## src/rtl/sopc_data_bus_pkg.sv

```systemverilog
// Shared types for the SOPC data-side bus: state encoding, wait counter and latched request.
package sopc_data_bus_pkg;

  localparam int unsigned RegBusW  = 32;
  localparam int unsigned SelW     = 4;
  localparam int unsigned WaitCntW = 4;

  typedef logic [RegBusW-1:0]  reg_bus_t;
  typedef logic [WaitCntW-1:0] wait_cnt_t;
  typedef logic [SelW-1:0]     byte_sel_t;

  typedef enum logic [1:0] {
    BusIdle   = 2'd0,
    BusAccess = 2'd1,
    BusDone   = 2'd2,
    BusErr    = 2'd3
  } bus_state_e;

  typedef struct packed {
    logic      we;
    reg_bus_t  addr;
    byte_sel_t sel;
    reg_bus_t  wdata;
  } bus_req_t;

  // Wait-state count of slave i from the packed 4-bit-per-slave vector.
  function automatic wait_cnt_t wait_of(input logic [63:0] vec, input int unsigned i);
    return wait_cnt_t'(vec >> (WaitCntW * i));
  endfunction

endpackage

```

## src/rtl/sopc_data_bus_if.sv

```systemverilog
// CPU-side ram_* port plus fan-out to NUM_SLV slaves; port names are as seen by the bus.
interface sopc_data_bus_if #(
  parameter int unsigned NUM_SLV = 4
);
  import sopc_data_bus_pkg::*;

  logic                       cpu_ce_i;
  logic                       cpu_we_i;
  reg_bus_t                   cpu_addr_i;
  byte_sel_t                  cpu_sel_i;
  reg_bus_t                   cpu_data_i;
  reg_bus_t                   cpu_data_o;
  logic                       cpu_stall_o;
  logic                       bus_err_o;
  logic [NUM_SLV-1:0]         slv_ce_o;
  logic                       slv_we_o;
  reg_bus_t                   slv_addr_o;
  byte_sel_t                  slv_sel_o;
  reg_bus_t                   slv_data_o;
  logic [RegBusW*NUM_SLV-1:0] slv_data_i;

  modport slave (
    input  cpu_ce_i, cpu_we_i, cpu_addr_i, cpu_sel_i, cpu_data_i, slv_data_i,
    output cpu_data_o, cpu_stall_o, bus_err_o,
           slv_ce_o, slv_we_o, slv_addr_o, slv_sel_o, slv_data_o
  );

  modport master (
    output cpu_ce_i, cpu_we_i, cpu_addr_i, cpu_sel_i, cpu_data_i, slv_data_i,
    input  cpu_data_o, cpu_stall_o, bus_err_o,
           slv_ce_o, slv_we_o, slv_addr_o, slv_sel_o, slv_data_o
  );

endinterface

```

## src/rtl/sopc_addr_decode.sv

```systemverilog
// Region-select field to slave index plus mapped flag; shared with a future instruction-side bus.
module sopc_addr_decode
  import sopc_data_bus_pkg::*;
#(
  parameter  int unsigned NUM_SLV = 4,
  parameter  int unsigned SEL_HI  = 31,
  parameter  int unsigned SEL_LO  = 28,
  localparam int unsigned FieldW  = SEL_HI - SEL_LO + 1,
  localparam int unsigned IdxW    = (NUM_SLV > 1) ? $clog2(NUM_SLV) : 1
) (
  input  logic [FieldW-1:0] field_i,
  output logic [IdxW-1:0]   idx_o,
  output logic              mapped_o
);

  assign mapped_o = 32'(field_i) < NUM_SLV;
  assign idx_o    = IdxW'(field_i);

endmodule

```

## src/rtl/sopc_data_bus.sv

```systemverilog
// Data-side interconnect: decodes the CPU address, holds the CPU for per-slave wait states, flags unmapped accesses.
module sopc_data_bus
  import sopc_data_bus_pkg::*;
#(
  parameter int unsigned NUM_SLV  = 4,
  parameter int unsigned SEL_HI   = 31,
  parameter int unsigned SEL_LO   = 28,
  parameter logic [63:0] WAIT_VEC = 64'h5020
) (
  input logic            clk,
  input logic            rst,
  sopc_data_bus_if.slave bus
);

  localparam int unsigned IdxW = (NUM_SLV > 1) ? $clog2(NUM_SLV) : 1;

  bus_state_e      state_q, state_d;
  bus_req_t        req_q, req_d;
  logic [IdxW-1:0] idx_q, idx_d;
  wait_cnt_t       wcnt_q, wcnt_d;
  reg_bus_t        rdata_q, rdata_d;

  logic [IdxW-1:0] dec_idx;
  logic            dec_mapped;
  wait_cnt_t       wait_sel;
  reg_bus_t        slv_rdata;

  sopc_addr_decode #(
    .NUM_SLV (NUM_SLV),
    .SEL_HI  (SEL_HI),
    .SEL_LO  (SEL_LO)
  ) u_decode (
    .field_i  (bus.cpu_addr_i[SEL_HI:SEL_LO]),
    .idx_o    (dec_idx),
    .mapped_o (dec_mapped)
  );

  // Wait-count lookup for the incoming request and read-data mux for the latched slave.
  always_comb begin
    wait_sel  = '0;
    slv_rdata = '0;
    for (int unsigned i = 0; i < NUM_SLV; i++) begin
      if (dec_idx == IdxW'(i)) wait_sel = wait_of(WAIT_VEC, i);
      if (idx_q == IdxW'(i))   slv_rdata = bus.slv_data_i[RegBusW*i +: RegBusW];
    end
  end

  always_ff @(posedge clk) begin
    if (rst) begin
      state_q <= BusIdle;
      req_q   <= '0;
      idx_q   <= '0;
      wcnt_q  <= '0;
      rdata_q <= '0;
    end else begin
      state_q <= state_d;
      req_q   <= req_d;
      idx_q   <= idx_d;
      wcnt_q  <= wcnt_d;
      rdata_q <= rdata_d;
    end
  end

  always_comb begin
    state_d = state_q;
    req_d   = req_q;
    idx_d   = idx_q;
    wcnt_d  = wcnt_q;
    rdata_d = rdata_q;
    case (state_q)
      BusIdle: begin
        if (bus.cpu_ce_i) begin
          req_d = '{we:    bus.cpu_we_i,
                    addr:  bus.cpu_addr_i,
                    sel:   bus.cpu_sel_i,
                    wdata: bus.cpu_data_i};
          idx_d = dec_idx;
          if (dec_mapped) begin
            wcnt_d  = wait_sel;
            state_d = BusAccess;
          end else begin
            state_d = BusErr;
          end
        end
      end
      BusAccess: begin
        // The slave is sampled in the last ACCESS cycle; writes return zero.
        if (wcnt_q == '0) begin
          rdata_d = req_q.we ? '0 : slv_rdata;
          state_d = BusDone;
        end else begin
          wcnt_d = wcnt_q - wait_cnt_t'(1);
        end
      end
      BusDone: state_d = BusIdle;
      BusErr:  state_d = BusIdle;
      default: state_d = BusIdle;
    endcase
  end

  // Outputs are decoded from registered state only, except the IDLE stall which follows the request.
  always_comb begin
    bus.cpu_stall_o = 1'b0;
    bus.cpu_data_o  = '0;
    bus.bus_err_o   = 1'b0;
    bus.slv_ce_o    = '0;
    bus.slv_we_o    = 1'b0;
    case (state_q)
      BusIdle: bus.cpu_stall_o = bus.cpu_ce_i;
      BusAccess: begin
        bus.cpu_stall_o = 1'b1;
        bus.slv_we_o    = req_q.we;
        for (int unsigned i = 0; i < NUM_SLV; i++) begin
          bus.slv_ce_o[i] = (idx_q == IdxW'(i));
        end
      end
      BusDone: bus.cpu_data_o = rdata_q;
      BusErr:  bus.bus_err_o  = 1'b1;
      default: ;
    endcase
    if (rst) bus.cpu_stall_o = 1'b0;
  end

  assign bus.slv_addr_o = req_q.addr;
  assign bus.slv_sel_o  = req_q.sel;
  assign bus.slv_data_o = req_q.wdata;

endmodule

```

## src/flat_wrapper.sv

```systemverilog
// flat-port wrapper written by rule: the top's interface ports become plain ports
module sopc_data_bus_flat import sopc_data_bus_pkg::*;
#(
  parameter int unsigned NUM_SLV  = 4,
  parameter int unsigned SEL_HI   = 31,
  parameter int unsigned SEL_LO   = 28,
  parameter logic [63:0] WAIT_VEC = 64'h5020
)
  (clk, rst, bus_cpu_ce_i, bus_cpu_we_i, bus_cpu_addr_i, bus_cpu_sel_i, bus_cpu_data_i, bus_slv_data_i, bus_cpu_data_o, bus_cpu_stall_o, bus_bus_err_o, bus_slv_ce_o, bus_slv_we_o, bus_slv_addr_o, bus_slv_sel_o, bus_slv_data_o);
  sopc_data_bus_if #(.NUM_SLV(NUM_SLV)) bus_i ();
  input logic clk;
  input logic rst;
  input wire logic [$bits(bus_i.cpu_ce_i)-1:0] bus_cpu_ce_i;
  input wire logic [$bits(bus_i.cpu_we_i)-1:0] bus_cpu_we_i;
  input wire logic [$bits(bus_i.cpu_addr_i)-1:0] bus_cpu_addr_i;
  input wire logic [$bits(bus_i.cpu_sel_i)-1:0] bus_cpu_sel_i;
  input wire logic [$bits(bus_i.cpu_data_i)-1:0] bus_cpu_data_i;
  input wire logic [$bits(bus_i.slv_data_i)-1:0] bus_slv_data_i;
  output wire logic [$bits(bus_i.cpu_data_o)-1:0] bus_cpu_data_o;
  output wire logic [$bits(bus_i.cpu_stall_o)-1:0] bus_cpu_stall_o;
  output wire logic [$bits(bus_i.bus_err_o)-1:0] bus_bus_err_o;
  output wire logic [$bits(bus_i.slv_ce_o)-1:0] bus_slv_ce_o;
  output wire logic [$bits(bus_i.slv_we_o)-1:0] bus_slv_we_o;
  output wire logic [$bits(bus_i.slv_addr_o)-1:0] bus_slv_addr_o;
  output wire logic [$bits(bus_i.slv_sel_o)-1:0] bus_slv_sel_o;
  output wire logic [$bits(bus_i.slv_data_o)-1:0] bus_slv_data_o;
  assign bus_i.cpu_ce_i = bus_cpu_ce_i;
  assign bus_i.cpu_we_i = bus_cpu_we_i;
  assign bus_i.cpu_addr_i = bus_cpu_addr_i;
  assign bus_i.cpu_sel_i = bus_cpu_sel_i;
  assign bus_i.cpu_data_i = bus_cpu_data_i;
  assign bus_i.slv_data_i = bus_slv_data_i;
  assign bus_cpu_data_o = bus_i.cpu_data_o;
  assign bus_cpu_stall_o = bus_i.cpu_stall_o;
  assign bus_bus_err_o = bus_i.bus_err_o;
  assign bus_slv_ce_o = bus_i.slv_ce_o;
  assign bus_slv_we_o = bus_i.slv_we_o;
  assign bus_slv_addr_o = bus_i.slv_addr_o;
  assign bus_slv_sel_o = bus_i.slv_sel_o;
  assign bus_slv_data_o = bus_i.slv_data_o;
  sopc_data_bus #(.NUM_SLV(NUM_SLV), .SEL_HI(SEL_HI), .SEL_LO(SEL_LO), .WAIT_VEC(WAIT_VEC)) u_core (.clk(clk), .rst(rst), .bus(bus_i));
endmodule
```

## config.mk

```make
export PLATFORM = sky130hd
export DESIGN_NAME = sopc_data_bus_flat
export DESIGN_NICKNAME = d
export VERILOG_FILES = /design/src/rtl/sopc_data_bus_pkg.sv /design/src/rtl/sopc_data_bus_if.sv /design/src/rtl/sopc_addr_decode.sv /design/src/rtl/sopc_data_bus.sv /design/src/flat_wrapper.sv
export SDC_FILE = /design/constraint.sdc
export NUM_CORES = 1
export LEC_CHECK = 0
export ABC_AREA = 0
export CAP_MARGIN = 20
export CORE_ASPECT_RATIO = 0.5
export CORE_MARGIN = 2
export CORE_UTILIZATION = 35
export CTS_BUF_LIST = sky130_fd_sc_hd__clkbuf_8
export DETAILED_ROUTE_END_ITERATION = 7
export DONT_BUFFER_PORTS = 1
export GPL_ROUTABILITY_DRIVEN = 1
export GPL_TIMING_DRIVEN = 0
export PLACE_DENSITY = 0.51
export SLEW_MARGIN = 20
export SYNTH_ARGS = -nofsm -noshare
export SYNTH_HDL_FRONTEND = slang
export SYNTH_SLANG_ARGS = --single-unit
```

## constraint.sdc

```tcl
create_clock -name clk -period 3.9 [get_ports clk]
set_clock_uncertainty 0.15 [all_clocks]
set_input_delay 0.585 -clock clk [delete_from_list [all_inputs] [get_ports clk]]
set_output_delay 0.585 -clock clk [all_outputs]
set_load 0.1 [all_outputs]
```

==> results.json <==
{
  "status": "completed",
  "synth.area.top_cells": "dfxtp_1, mux4_2, buf_4",
  "core_area_um2": 15300,
  "die_h_um": 91.9,
  "final_layout_size_suffix_gt1_share_pct": 24.0,
  "io_pins": 307,
  "ctsResizeCount": 0,
  "routedWlPerCell_um": 18.0,
  "antennaDiodeCount": 0,
  "ys_seq_elements": 107,
  "cpMaxStageDelayCell": "and2_1",
  "grt_max_degree": 19,
  "portBuffers": 0,
  "tightest_slew_ps": 1050,
  "min_period_ps": 3260,
  "synth_ff_type": "dfxtp_1",
  "slew_viol_final": 0,
  "grt_pass1_wl_um": 23000,
  "endpoint_kind": "output pin",
  "max_freq_mhz": 307,
  "power_mw": 2.72,
  "critPathBufInv": 1,
  "first_pass_iters": 4,
  "ys_seq_area_share_pct": 39.6,
  "avgSynthCellArea_um2": 8.90,
  "synth_area_leader_cell": "dfxtp_1",
  "start_util_pct": 35.5,
  "max_stage_delay_ps": 860,
  "num_vias": 4099,
  "setup_viol": 0,
  "peakVddDrop_v": 0.000167,
  "tns_ps": 0,
  "maxCapViolCount": 0,
  "fillers": 1570,
  "ff_latch_area_um2": 2140,
  "clk_pin_slew_ps": 110,
  "cp-start-kind": "flip-flop",
  "hold_violations": 0,
  "cts_tree": "built",
  "max-slew-margin-rel_pct": 29.7,
  "synth.most_common_cell": "nand2_1",
  "syn-num-nets": 810,
  "path_class": "reg2out",
  "die_w_um": 180,
  "postSynthCellCount": 608,
  "setup_ws_ps": 637,
  "gp_congestion": 0.743,
  "dp_slack_ps": 935,
  "nets": 823,
  "path_cells": "nor2b_1 > clkbuf_1 > and2_1",
  "worstPathRequired_ps": 3160,
  "clkSinkCount": 107,
  "hpwl_um": 11600,
  "path_max_fanout": 10,
  "cts_buffers": 9,
  "routed_via_density": 4.94,
  "async_reset_ff_share_pct": 0,
  "syn_area_um2": 5410,
  "p_per_area_nw_per_um2": 459,
  "synth_common_cells": "nand2_1, dfxtp_1, buf_4",
  "routed_wl_um": 14900,
  "hold_path.class": "in2reg",
  "root_buffer": "clkbuf_8",
  "antenna_found_initial": 1,
  "clk_latency_ps": 370,
  "synth.top_cell.area_share_pct": 39.6,
  "leakagePower_nw": 2.27,
  "gr-total-overflow": 0,
  "die_area_um2": 16500,
  "rsz0062_at_grt": "no",
  "synth_edf_count": 0,
  "dpl.cell_count": 814,
  "stdcell_count": 830,
  "drt_iter0_drc": 151,
  "synthDistinctLibCells": 34,
  "syn_to_final_growth_pct": 9.41,
  "h-tree-depth": 3,
  "crit_family": "simple AND/OR/NAND/NOR gates",
  "ant_nets": 0,
  "grt_pass1_vias": 4199,
  "track_usage_pct": 17.9,
  "hold_buffers": 0,
  "clk_path_buf_depth": 2,
  "drc": 0,
  "multi_input_area_um2": 2500,
  "finalCritPeriodShare_pct": 83.7,
  "yosysWarnings": 0,
  "num_rows": 32,
  "post_cts_buffers": 0,
  "arrival_ps": 2530
}
==> layer usage <==
metal	GRT usage, %	vias to the layer above	part of all wire, %
li1	-	2014	-
met1	22.2	1937	43
met2	30.2	129	48
met3	5.48	17	7.0
met4	4.88	2	1.2
met5	0	-	0.087
==> through the flow <==
stage	hold slack, ps	utilization, %	area, µm²
after CTS	146	38.8	5920
final	173	38.8	5920
after global placement	292	37.1	5670
after detailed placement	297	37.6	5740
after global routing	141	38.8	5920
after floorplan	287	-	5410
==> kinds of logic (layout without fill, tap and decap cells) <==
kind of cell / after synthesis / in the layout / synth area share, %
buffers and inverters: 117 / 135 / 14.6
multiplexers: 32 / 32 / 13.7
flip-flops: 107 / 107 / 39.6
AO/OA/AOI/OAI: 113 / 113 / 12.2
AND/OR/NAND/NOR: 237 / 237 / 19.5
adder cells (fa/ha/maj): 2 / 2 / 0.462
==> cell type report <==
| cell class | instances | share of cell area [%] |
|---|---|---|
| clock buffers | 10 | 2.32 |
| clock inverters | 6 | 0.782 |
| repair buffers | 2 | 0.930 |
| inverters | 4 | 0.254 |
| flip-flops and latches | 107 | 36.2 |
| multi-input cells | 384 | 42.2 |
| well taps | 204 | 4.31 |
| plain buffers | 113 | 13.1 |
==> power by group <==
group / leakage (nW) / internal [mW] / switching (mW)
registers: 0.875 / 1.17 / 0.0395
logic: 1.31 / 0.227 / 0.628
clock network: 0.0897 / 0.256 / 0.402
==> registers in the layout, summed over array words and instances (netlist names) <==
register and count:
u_core.rdata_q 32, u_core.wcnt_q 4, u_core.bus.slv_sel_o 4, u_core.idx_q 1, u_core.req_q 1, u_core.bus.slv_addr_o 31, u_core.bus.slv_data_o 32, u_core.state_q 2
==> layout by cell type, fill, tap and decap left out, types with 2 or more instances in the layout <==
master	synthesis	routed
a21oi_1	73	73
a22oi_1	32	32
and2_1	35	35
and3_1	2	2
buf_12	2	2
buf_16	0	2
buf_2	19	19
buf_4	74	74
buf_6	2	2
clkbuf_1	15	15
clkbuf_8	0	10
clkinvlp_4	0	2
dfxtp_1	107	107
ha_1	2	2
inv_1	4	4
inv_6	0	3
mux4_1	6	6
mux4_2	26	26
nand2_1	144	144
nor2_1	43	41
nor2_2	0	2
nor3_1	4	2
nor3_2	0	2
o21ai_0	2	2
==> worst paths after layout <==
check	start	end	slack (ps)	cells after the start
max	u_core.state_q[1]	bus_cpu_data_o[23]	640	3
min	bus_cpu_data_i[25]	u_core.bus.slv_data_o[25]	170	2
max reg2reg	u_core.bus.slv_addr_o[29]	u_core.rdata_q[21]	1850	5
min reg2reg	u_core.bus.slv_addr_o[26]	u_core.bus.slv_addr_o[26]	310	2
No activity file was read; power rests on OpenSTA's default activity.
